**src/rtl/vga_timing_pkg.sv**
```systemverilog
// Shared 640x480@60 timing constants and video bus widths.
// Also imported by the pixel generator for the active-area size.
package vga_timing_pkg;

   localparam int unsigned RgbW   = 24;  // RGB888
   localparam int unsigned CoordW = 10;  // counters and coordinates; totals must stay <= 1024

   localparam int unsigned DefHSync  = 96;
   localparam int unsigned DefHBack  = 48;
   localparam int unsigned DefHDisp  = 640;
   localparam int unsigned DefHFront = 16;
   localparam int unsigned DefHTotal = DefHSync + DefHBack + DefHDisp + DefHFront;

   localparam int unsigned DefVSync  = 2;
   localparam int unsigned DefVBack  = 33;
   localparam int unsigned DefVDisp  = 480;
   localparam int unsigned DefVFront = 10;
   localparam int unsigned DefVTotal = DefVSync + DefVBack + DefVDisp + DefVFront;

   localparam bit DefSyncPol = 1'b0;  // active-low syncs

endpackage

```
**src/rtl/vga_driver.sv**
```systemverilog
// VGA timing generator: line/frame counters, sync/DE decode, one-clock-early
// pixel coordinate requests and DE gating of the returned pixel data.
module vga_driver
   import vga_timing_pkg::*;
#(
   parameter int unsigned H_SYNC   = DefHSync,
   parameter int unsigned H_BACK   = DefHBack,
   parameter int unsigned H_DISP   = DefHDisp,
   parameter int unsigned H_FRONT  = DefHFront,
   parameter int unsigned H_TOTAL  = DefHTotal,
   parameter int unsigned V_SYNC   = DefVSync,
   parameter int unsigned V_BACK   = DefVBack,
   parameter int unsigned V_DISP   = DefVDisp,
   parameter int unsigned V_FRONT  = DefVFront,
   parameter int unsigned V_TOTAL  = DefVTotal,
   parameter bit          SYNC_POL = DefSyncPol
) (
   input  logic              vga_clk,
   input  logic              sys_rst_n,
   input  logic [RgbW-1:0]   pixel_data,
   output logic [CoordW-1:0] pixel_xpos,
   output logic [CoordW-1:0] pixel_ypos,
   output logic              vga_hs,
   output logic              vga_vs,
   output logic              vga_de,
   output logic [RgbW-1:0]   vga_rgb
);

   // Window bounds, all half-open [start, end), pre-sized to the counter width.
   localparam logic [CoordW-1:0] HLast     = CoordW'(H_TOTAL - 1);
   localparam logic [CoordW-1:0] VLast     = CoordW'(V_TOTAL - 1);
   localparam logic [CoordW-1:0] HSyncEnd  = CoordW'(H_SYNC);
   localparam logic [CoordW-1:0] VSyncEnd  = CoordW'(V_SYNC);
   localparam logic [CoordW-1:0] HActStart = CoordW'(H_SYNC + H_BACK);
   localparam logic [CoordW-1:0] HActEnd   = CoordW'(H_SYNC + H_BACK + H_DISP);
   // Requests lead the visible pixel by one clock to cover the generator's register.
   localparam logic [CoordW-1:0] HReqStart = CoordW'(H_SYNC + H_BACK - 1);
   localparam logic [CoordW-1:0] HReqEnd   = CoordW'(H_SYNC + H_BACK + H_DISP - 1);
   localparam logic [CoordW-1:0] VActStart = CoordW'(V_SYNC + V_BACK);
   localparam logic [CoordW-1:0] VActEnd   = CoordW'(V_SYNC + V_BACK + V_DISP);

   logic [CoordW-1:0] cnt_h_q, cnt_h_d;
   logic [CoordW-1:0] cnt_v_q, cnt_v_d;
   logic              h_act, v_act, data_req;

   // Next-state: column counter every clock, row counter at end of each line.
   always_comb begin
      cnt_h_d = cnt_h_q + 1'b1;
      cnt_v_d = cnt_v_q;
      if (cnt_h_q == HLast) begin
         cnt_h_d = '0;
         cnt_v_d = (cnt_v_q == VLast) ? '0 : cnt_v_q + 1'b1;
      end
   end

   // Counter registers with synchronous active-low reset.
   always_ff @(posedge vga_clk) begin
      if (!sys_rst_n) begin
         cnt_h_q <= '0;
         cnt_v_q <= '0;
      end else begin
         cnt_h_q <= cnt_h_d;
         cnt_v_q <= cnt_v_d;
      end
   end

   // Output decode straight from the counters; no output registers.
   always_comb begin
      h_act    = (cnt_h_q >= HActStart) && (cnt_h_q < HActEnd);
      v_act    = (cnt_v_q >= VActStart) && (cnt_v_q < VActEnd);
      data_req = (cnt_h_q >= HReqStart) && (cnt_h_q < HReqEnd) && v_act;

      vga_hs = (cnt_h_q < HSyncEnd) ? SYNC_POL : ~SYNC_POL;
      vga_vs = (cnt_v_q < VSyncEnd) ? SYNC_POL : ~SYNC_POL;
      vga_de = h_act && v_act;

      pixel_xpos = data_req ? cnt_h_q - HReqStart : '0;
      pixel_ypos = data_req ? cnt_v_q - VActStart : '0;
      vga_rgb    = vga_de ? pixel_data : '0;
   end

endmodule

```
**config.mk**
```make
export PLATFORM = sky130hd
export DESIGN_NAME = vga_driver
export DESIGN_NICKNAME = d
export VERILOG_FILES = /design/src/rtl/vga_timing_pkg.sv /design/src/rtl/vga_driver.sv
export SDC_FILE = /design/constraint.sdc
export NUM_CORES = 1
export LEC_CHECK = 0
export ABC_CLOCK_PERIOD_IN_PS = 5500
export CORE_MARGIN = 10
export CORE_UTILIZATION = 40
export DETAILED_ROUTE_END_ITERATION = 8
export PLACE_DENSITY = 0.77
export SLEW_MARGIN = 25
export SYNTH_ARGS = -nofsm -noshare
export SYNTH_HDL_FRONTEND = slang
export SYNTH_SLANG_ARGS = --single-unit
```
**constraint.sdc**
```tcl
create_clock -name vga_clk -period 5.5 [get_ports vga_clk]
set_input_delay 1.1 -clock vga_clk [delete_from_list [all_inputs] [get_ports vga_clk]]
set_output_delay 1.1 -clock vga_clk [all_outputs]
set_load 0.005 [all_outputs]
```
Word-level counts from Yosys, hierarchy flattened
Cells that the tools add are included.
{ "classes": {"magnitude_cmp": 8, "n_div": 0, "n_reduce_logical": 6, "bitwise": 1, "n_eq_ne": 2, "mux": 6, "n_addsub": 4, "n_mul": 0, "n_shift": 0} }
{ "ops": {"columns": ["operator", "count"], "rows": [
  ["10-bit less-than comparator (second input constant)", 3],
  ["10-bit 2-to-1 mux", 3],
  ["24-bit 2-to-1 mux", 1],
  ["10-bit by 1-bit adder with 10-bit output (second input constant)", 2],
  ["10-bit equality test (second input constant)", 2],
  ["10-bit by 8-bit >= comparator with 1-bit output (second input constant)", 2],
  ["10-bit by 6-bit >= comparator with 1-bit output (second input constant)", 1],
  ["10-bit by 2-bit less-than comparator with 1-bit output (second input constant)", 1],
  ["10-bit by 7-bit less-than comparator with 1-bit output (second input constant)", 1],
  ["10-bit by 6-bit subtractor with 10-bit output (second input constant)", 1],
  ["10-bit by 8-bit subtractor with 10-bit output (second input constant)", 1],
  ["1-bit logical AND", 5],
  ["1-bit 2-to-1 mux", 2],
  ["2-bit OR reduction", 1],
  ["1-bit inverter", 1]
]} }
{ "totals": {"input_bits": 26, "elab_cells": 29, "latchBits": 0, "output_inout_bits": 47, "memories": 0, "mem_bits_rw": 0, "ff_bits": 20, "rom_bits": 0} }

Longest topological paths before layout
Gate-level depths: netlist of run 1.
{ "logic_depth": {"ltp_word": 4, "depth_mapped": 7, "depth_no_buf": 6} }

Worst setup path before layout of run 1
Ideal clock, no wire load.
{ "synth_path": {"path_kind": "register to output", "start": "reg cnt_v_q[1]", "end": "out vga_rgb[14]", "path_stages_with_launch": 8, "arrival_ps": 1848, "n_path_buf": 2, "setup_slack_ps": 2552, "path_cell_list": "dfxtp_1 -> ha_1 -> clkbuf_1 -> o41ai_1 -> a21o_1 -> a221oi_2 -> buf_4 -> and2_1"} }
{ "synth_via": {"elab_chain_len": 4, "word_cells_on_any_way": 5} }
{ "synth_rtl": {"columns": ["element", "line", "rtl"], "rows": [
  ["start, declared", "vga_driver.sv:43", "logic [CoordW-1:0] cnt_v_q, cnt_v_d;"],
  ["start signal, assigned", "vga_driver.sv:63", "cnt_v_q <= cnt_v_d;"],
  ["10-bit by 6-bit >= comparator with 1-bit output / 10-bit less-than comparator (equally long branches)", "vga_driver.sv:70", "v_act = (cnt_v_q >= VActStart) && (cnt_v_q < VActEnd);"],
  ["1-bit logical AND *", "vga_driver.sv:70", null],
  ["1-bit logical AND *", "vga_driver.sv:75", "vga_de = h_act && v_act;"],
  ["named net vga_de", "vga_driver.sv:25", "output logic vga_de,"],
  ["24-bit 2-to-1 mux *", "vga_driver.sv:79", "vga_rgb = vga_de ? pixel_data : '0;"],
  ["end, declared", "vga_driver.sv:26", "output logic [RgbW-1:0] vga_rgb"]
]} }
Mark *: on every way through the listed nets, which the timed path passes. The rest lies on a longest branch.

Final worst setup path of run 1
{ "layout_path": {"start": "reg cnt_v_q[0]", "end": "out vga_rgb[5]"} }
{ "layout_via": {"elab_chain_len": 4, "word_cells_on_any_way": 5} }
{ "layout_rtl": {"columns": ["element", "line"], "rows": [
  ["10-bit by 6-bit >= comparator with 1-bit output / 10-bit less-than comparator (equally long branches)", "vga_driver.sv:70"],
  ["1-bit logical AND *", "vga_driver.sv:70"],
  ["1-bit logical AND *", "vga_driver.sv:75"],
  ["24-bit 2-to-1 mux *", "vga_driver.sv:79"]
]} }
Every way passes the cells marked *; elsewhere a longest branch is shown, timed or not.

==> results of run 1 <==
registers in the layout, indices dropped and copies added (netlist names):
register and count:
cnt_v_q 10, cnt_h_q 10
layer usage:
layer | vias up | share of wire, % | GRT usage (%)
li1 | 864 | - | -
met1 | 810 | 47 | 17.44
met2 | 88 | 42 | 21.39
met3 | 4 | 9.8 | 4.980
met4 | 0 | 0.70 | 3.196
met5 | - | 0 | 0
power breakdown:
group	leakage [nW]	switching (mW)	internal [mW]
Clock	0.0288	0.0487	0.0637
Combinational	0.667	0.00704	0.0176
Sequential	0.162	0.00228	0.147
cell type report:
class                   instances  area [µm²]
fillers                       405        1602
multi-input cells             169        1101
flip-flops and latches         20       400.4
well taps                      50       62.56
repair buffers                 72       720.7
clock buffers                   4       55.05
inverters                       8       30.03
worst paths after layout:
kind / end / slack (ns) / cells after the start
min: cnt_h_q[0] / 0.49 / 1
min reg2reg: cnt_h_q[0] / 0.49 / 1
max reg2reg: cnt_v_q[9] / 3.37 / 5
max: vga_rgb[5] / 1.43 / 6
Yosys cell counts, types with 2 or more instances:
cell and number:
o21ai_0 5, xnor2_1 14, nor3_1 23, dfxtp_1 20, buf_1 3, and2_1 26, and3_1 4, buf_4 3
inv_1 8, a21boi_0 3, buf_2 9, or4_1 2, a21oi_1 8, nor4_1 7, nor2_1 17, a2111o_1 2
nand3_1 13, ha_1 4, or3_1 5, xor2_1 6, o31ai_1 2, a211oi_1 2, nand4_1 2, a21o_1 3
clkbuf_1 4, nand2_1 9
metrics by stage:
| step | cells | util [%] | total power [mW] |
|---|---|---|---|
| floorplan | 217 | - | 0.1574 |
| global placement | 319 | 58.00 | 0.1767 |
| detailed placement | 319 | 58.00 | 0.1772 |
| CTS | 323 | 59.39 | 0.2891 |
| global route | 323 | 59.67 | 0.2987 |
| finish | 323 | 59.67 | 0.2859 |
kinds of logic after synthesis:
family                     share of synthesized area (%)
DFF                                                24.63
and+or+nand+nor                                    40.42
buffers and inverters                              8.313
AOI/OAI and AO/OA                                  12.78
adders and majority gates                          3.079
xor gates and xnor gates                           10.78
==> impl_metrics.json, run 1 <==
{
  "status": "finished, final reports clean",
  "start_util_pct": 40.93,
  "clkTransAtPathRegs_ns": 0.07,
  "design_area_um2": 2370,
  "pre_cts_ws_ns": 1.429,
  "slew_headroom_pct": 51.85,
  "yosys-top-cells-area": "dfxtp_1 25%, and2_1 10%, xnor2_1 7.5%",
  "synth_area_um2": 1625,
  "r2r_start": "cnt_h_q[0]",
  "start_kind": "flop",
  "die_y_um": 83.75,
  "timing.hold.ws_ns": 0.4905,
  "place.gp.congestion": 0.8106,
  "finalCriticalPeriod_ns": 4.066,
  "finalSetupTns_ns": 0,
  "ios": 73,
  "synth_nets": 247,
  "dr.pass1.iters": 4,
  "critPathArrivalTime_ns": 2.97,
  "post_cts_buffers": 0,
  "cap_viol_max_count": 0,
  "grt.total_usage_pct": 13.72,
  "worst_pin_slew_ns": 0.7223,
  "drive_gt1_share_pct": 3.297,
  "yosysSeqAreaShare_pct": 24.63,
  "die_area_um2": 7013,
  "finalMaxSlewViolations": 0,
  "drc_errors": 0,
  "fp-row-count": 23,
  "setup-violations-final": 0,
  "synth_warnings": 0,
  "antenna_found_initial": 0,
  "synth-async-reset-ratio_pct": 0,
  "ys.flop_type": "dfxtp_1",
  "insertion_delay_ns": 0.26,
  "netlist.area_leader.share_pct": 24.63,
  "postSynthRegisterBits": 20,
  "crit_path_start": "cnt_v_q[0]",
  "synth_edf_count": 0,
  "fmax_mhz": 245.9,
  "syn_area_per_cell_um2": 7.490,
  "grt_max_degree": 26,
  "grt_pass1_wl_mm": 8.273,
  "slowest_delay_ns": 0.68,
  "vias_per_cell": 5.467,
  "finalClockSkew_ns": 0.001753,
  "min_from": "cnt_h_q[0]",
  "power.leakage_nw": 0.8578,
  "cp_max_fo": 25,
  "cp_cell_sequence": "ha_1 > o41ai_1 > a21o_1 > a221oi_4 > and2_1 > clkdlybuf4s50_1",
  "post_drt_wl_per_cell_um": 15.46,
  "final_nets": 304,
  "layout_worst_path_cycle_share_pct": 73.93,
  "drt_iter0_markers": 75,
  "clkSinkCount": 20,
  "mostFrequentLayoutCells": "72 x clkdlybuf4s50_1, 26 x and2_1, 23 x nor3_1",
  "powerDensity_nw_per_um2": 120.6,
  "grt_pass1_vias": 1613,
  "overflow": 0,
  "critical_path_class": "flop to output pin",
  "hold_path.class": "flop to flop",
  "synth_cell_types": 39,
  "layout_commonest_cell": "clkdlybuf4s50_1",
  "cts.repair.resized": 0,
  "yosysTopAreaCell": "dfxtp_1",
  "insertedDiodeCount": 0,
  "path_delay_family": "compound AO/OA/AOI/OAI gates",
  "postCtsHoldBufs": 0,
  "core_um2": 3971,
  "cts_root_buf": "clkbuf_8",
  "cts_tree": "built",
  "area_growth_pct": 45.80,
  "wirelength_mm": 4.995,
  "cts_htree_levels": 1,
  "cp_slowest_cell": "a221oi_4",
  "port_buffers": 72,
  "peakVddDrop_v": 0.0001122,
  "cts_buffers": 3,
  "cp-end-kind": "output pin",
  "die-width_um": 83.75,
  "finalHoldViolations": 0,
  "critPathBufInv": 1,
  "crit_required_ns": 4.40,
  "synthCells": 217,
  "rsz0062_at_grt": "false",
  "place_area_um2": 2303,
  "cts_buffer_depth": 2,
  "ant_nets": 0,
  "vias": 1766,
  "setup_slack_ns": 1.434,
  "post-dp-hpwl_mm": 3.937
}
Note: power is estimated with default switching activity, not from simulation.
==> inputs of run 2 (changes only) <==
--- a/config.mk
+++ b/config.mk
@@ -5,9 +5,9 @@
 export SDC_FILE = /design/constraint.sdc
 export NUM_CORES = 1
 export LEC_CHECK = 0
-export ABC_CLOCK_PERIOD_IN_PS = 5500
+export ABC_CLOCK_PERIOD_IN_PS = 3300
 export CORE_MARGIN = 10
-export CORE_UTILIZATION = 40
+export CORE_UTILIZATION = 38
 export DETAILED_ROUTE_END_ITERATION = 8
 export PLACE_DENSITY = 0.77
 export SLEW_MARGIN = 25
==> constraint.sdc (replaced) <==
create_clock -name vga_clk -period 3.3 [get_ports vga_clk]
set_input_delay 0.66 -clock vga_clk [delete_from_list [all_inputs] [get_ports vga_clk]]
set_output_delay 0.66 -clock vga_clk [all_outputs]
set_load 0.005 [all_outputs]
==> run 2 against run 1 <==
Net effect:
- clock skew rose by 0.00084 ns
- register-to-register slack got worse by 2.2 ns
- combinational power rose by 65%
- global-route usage fell by 0.31 points
- critical path type unchanged
- hold slack improved by 0.019 ns
- largest power group unchanged
- utilization rose by 1.8 points
- clock power rose by 44%
- routed wire length rose by 4.4%
- die area rose by 4.0%
==> impl_metrics.json, run 2 (synthesis results as in run 1) <==
{
  "pwr-share-seq_pct": 55.2,
  "peakVddDrop_v": 0.0001610,
  "crit_required_ns": 2.64,
  "cap_viol_max_count": 0,
  "critical_path_class": "flop to output pin",
  "grt_max_degree": 26,
  "finalClockSkew_ns": 0.002589,
  "ios": 73,
  "vias_per_cell": 5.259,
  "cp_slowest_cell": "clkdlybuf4s50_1",
  "die_area_um2": 7293,
  "pwr-share-comb_pct": 9.1,
  "grt.total_usage_pct": 13.41,
  "finalMaxSlewViolations": 0,
  "drive_gt1_share_pct": 9.790,
  "post_drt_wl_per_cell_um": 15.52,
  "area_growth_pct": 53.58,
  "die-width_um": 85.40,
  "antenna_found_initial": 0,
  "cts_tree": "built",
  "grt_pass1_wl_mm": 8.362,
  "swShare_pct": 21.08,
  "fp-row-count": 23,
  "place.gp.congestion": 0.7949,
  "clkTransAtPathRegs_ns": 0.07,
  "critPathBufInv": 2,
  "critPathArrivalTime_ns": 2.52,
  "place_area_um2": 2394,
  "port_buffers": 72,
  "final_nets": 318,
  "clkSinkCount": 20,
  "ant_nets": 0,
  "layout_worst_path_cycle_share_pct": 96.31,
  "start_util_pct": 40.06,
  "setup-violations-final": 0,
  "post-dp-hpwl_mm": 4.044,
  "drt_iter0_markers": 118,
  "start_kind": "flop",
  "slew_headroom_pct": 56.29,
  "r2r_start": "cnt_h_q[0]",
  "fillers": 368,
  "drc_errors": 0,
  "wirelength_mm": 5.215,
  "finalCriticalPeriod_ns": 3.178,
  "top_regs": "cnt_h_q (10), cnt_v_q (10)",
  "cts_root_buf": "clkbuf_8",
  "cp_cell_sequence": "ha_1 > nor4_2 > nand3_1 > a21o_4 > buf_4 > nor3_1 > clkdlybuf4s50_1",
  "cts_buffers": 3,
  "p_switching_mw": 0.09487,
  "cp_max_fo": 13,
  "worst_pin_slew_ns": 0.6513,
  "insertedDiodeCount": 0,
  "fmax_mhz": 314.6,
  "powerDensity_nw_per_um2": 180.3,
  "cts_htree_levels": 1,
  "insertion_delay_ns": 0.26,
  "status": "finished, final reports clean",
  "finalHoldViolations": 0,
  "layout_commonest_cell": "clkdlybuf4s50_1",
  "min_from": "cnt_h_q[0]",
  "crit_path_start": "cnt_v_q[0]",
  "slowest_delay_ns": 0.55,
  "design_area_um2": 2496,
  "pre_cts_ws_ns": 0.1975,
  "overflow": 0,
  "vias": 1767,
  "mostFrequentLayoutCells": "72 x clkdlybuf4s50_1, 26 x and2_1, 23 x nor3_1",
  "die_y_um": 85.40,
  "core_um2": 4058,
  "cts_buffer_depth": 2,
  "grt_pass1_vias": 1719,
  "hold_path.class": "flop to flop",
  "cp-end-kind": "output pin",
  "setup_slack_ns": 0.1218,
  "p_int_mw": 0.3551,
  "dr.pass1.iters": 4,
  "power.leakage_nw": 0.8916,
  "clkPwrFrac_pct": 35.8,
  "path_delay_family": "buffers and inverters"
}
[run 2: layout make-up]
cell class | count | area [µm²] | share of cell area (%)
tap | 50 | 62.56 | 2.506
sequential | 20 | 400.4 | 16.04
multi-input combinational | 169 | 1136 | 45.51
clock buffer | 3 | 41.29 | 1.654
inverter | 8 | 30.03 | 1.203
timing repair buffer | 86 | 825.8 | 33.08
[run 2: worst paths after layout]
check / depth (start not counted) / end / slack (ns)
setup / recovery: 7 / pixel_xpos[8] / 0.12
hold / removal: 1 / cnt_h_q[0] / 0.51
setup reg to reg: 5 / cnt_v_q[3] / 1.14
hold reg to reg: 1 / cnt_h_q[0] / 0.51
[run 2: per-layer routing]
metal / GRT usage [%] / share of wire (%) / wire [µm]
met1: 17.78 / 48 / 2503
met2: 19.28 / 40 / 2072
met3: 5.163 / 11 / 588
met4: 4.341 / 0.98 / 51
met5: 0 / 0 / 0
[run 2: what timing repair did]
item,4_1_cts,5_1_grt
buffers inserted,0,2
setup endpoints to repair,6,37
resized for setup,2,7
hold buffers,0,0
gates cloned,0,0
pin swaps,0,1
[run 2: power by group through the flow]
stage          combinational (mW)  clock [mW]  sequential, mW
2_1_floorplan             0.00936           0           0.253
3_3_place_gp               0.0400           0           0.254
3_5_place_dp               0.0408           0           0.254
4_1_cts                    0.0408       0.165           0.248
5_1_grt                    0.0451       0.171           0.249
6_report                   0.0408       0.161           0.248
[run 2: worst register-to-register path, delay by kind of cell, from the launching register on]
family,cells,cell delay [ns]
AO/OA/AOI/OAI,1,0.56
AND/OR/NAND/NOR,3,0.79
adder cells (fa/ha/maj),1,0.25
flip-flops,1,0.42
[run 2: through the flow]
step	hold slack (ns)	total power [mW]	util [%]	instances	setup TNS, ns
2_1_floorplan	0.4492	0.2623	-	217	0
3_3_place_gp	0.4813	0.2937	58.99	331	0
3_5_place_dp	0.4891	0.2946	58.99	331	0
4_1_cts	0.5064	0.4539	60.07	334	0
5_1_grt	0.5209	0.4653	61.52	336	-0.008428
6_report	0.5090	0.4500	61.52	336	0
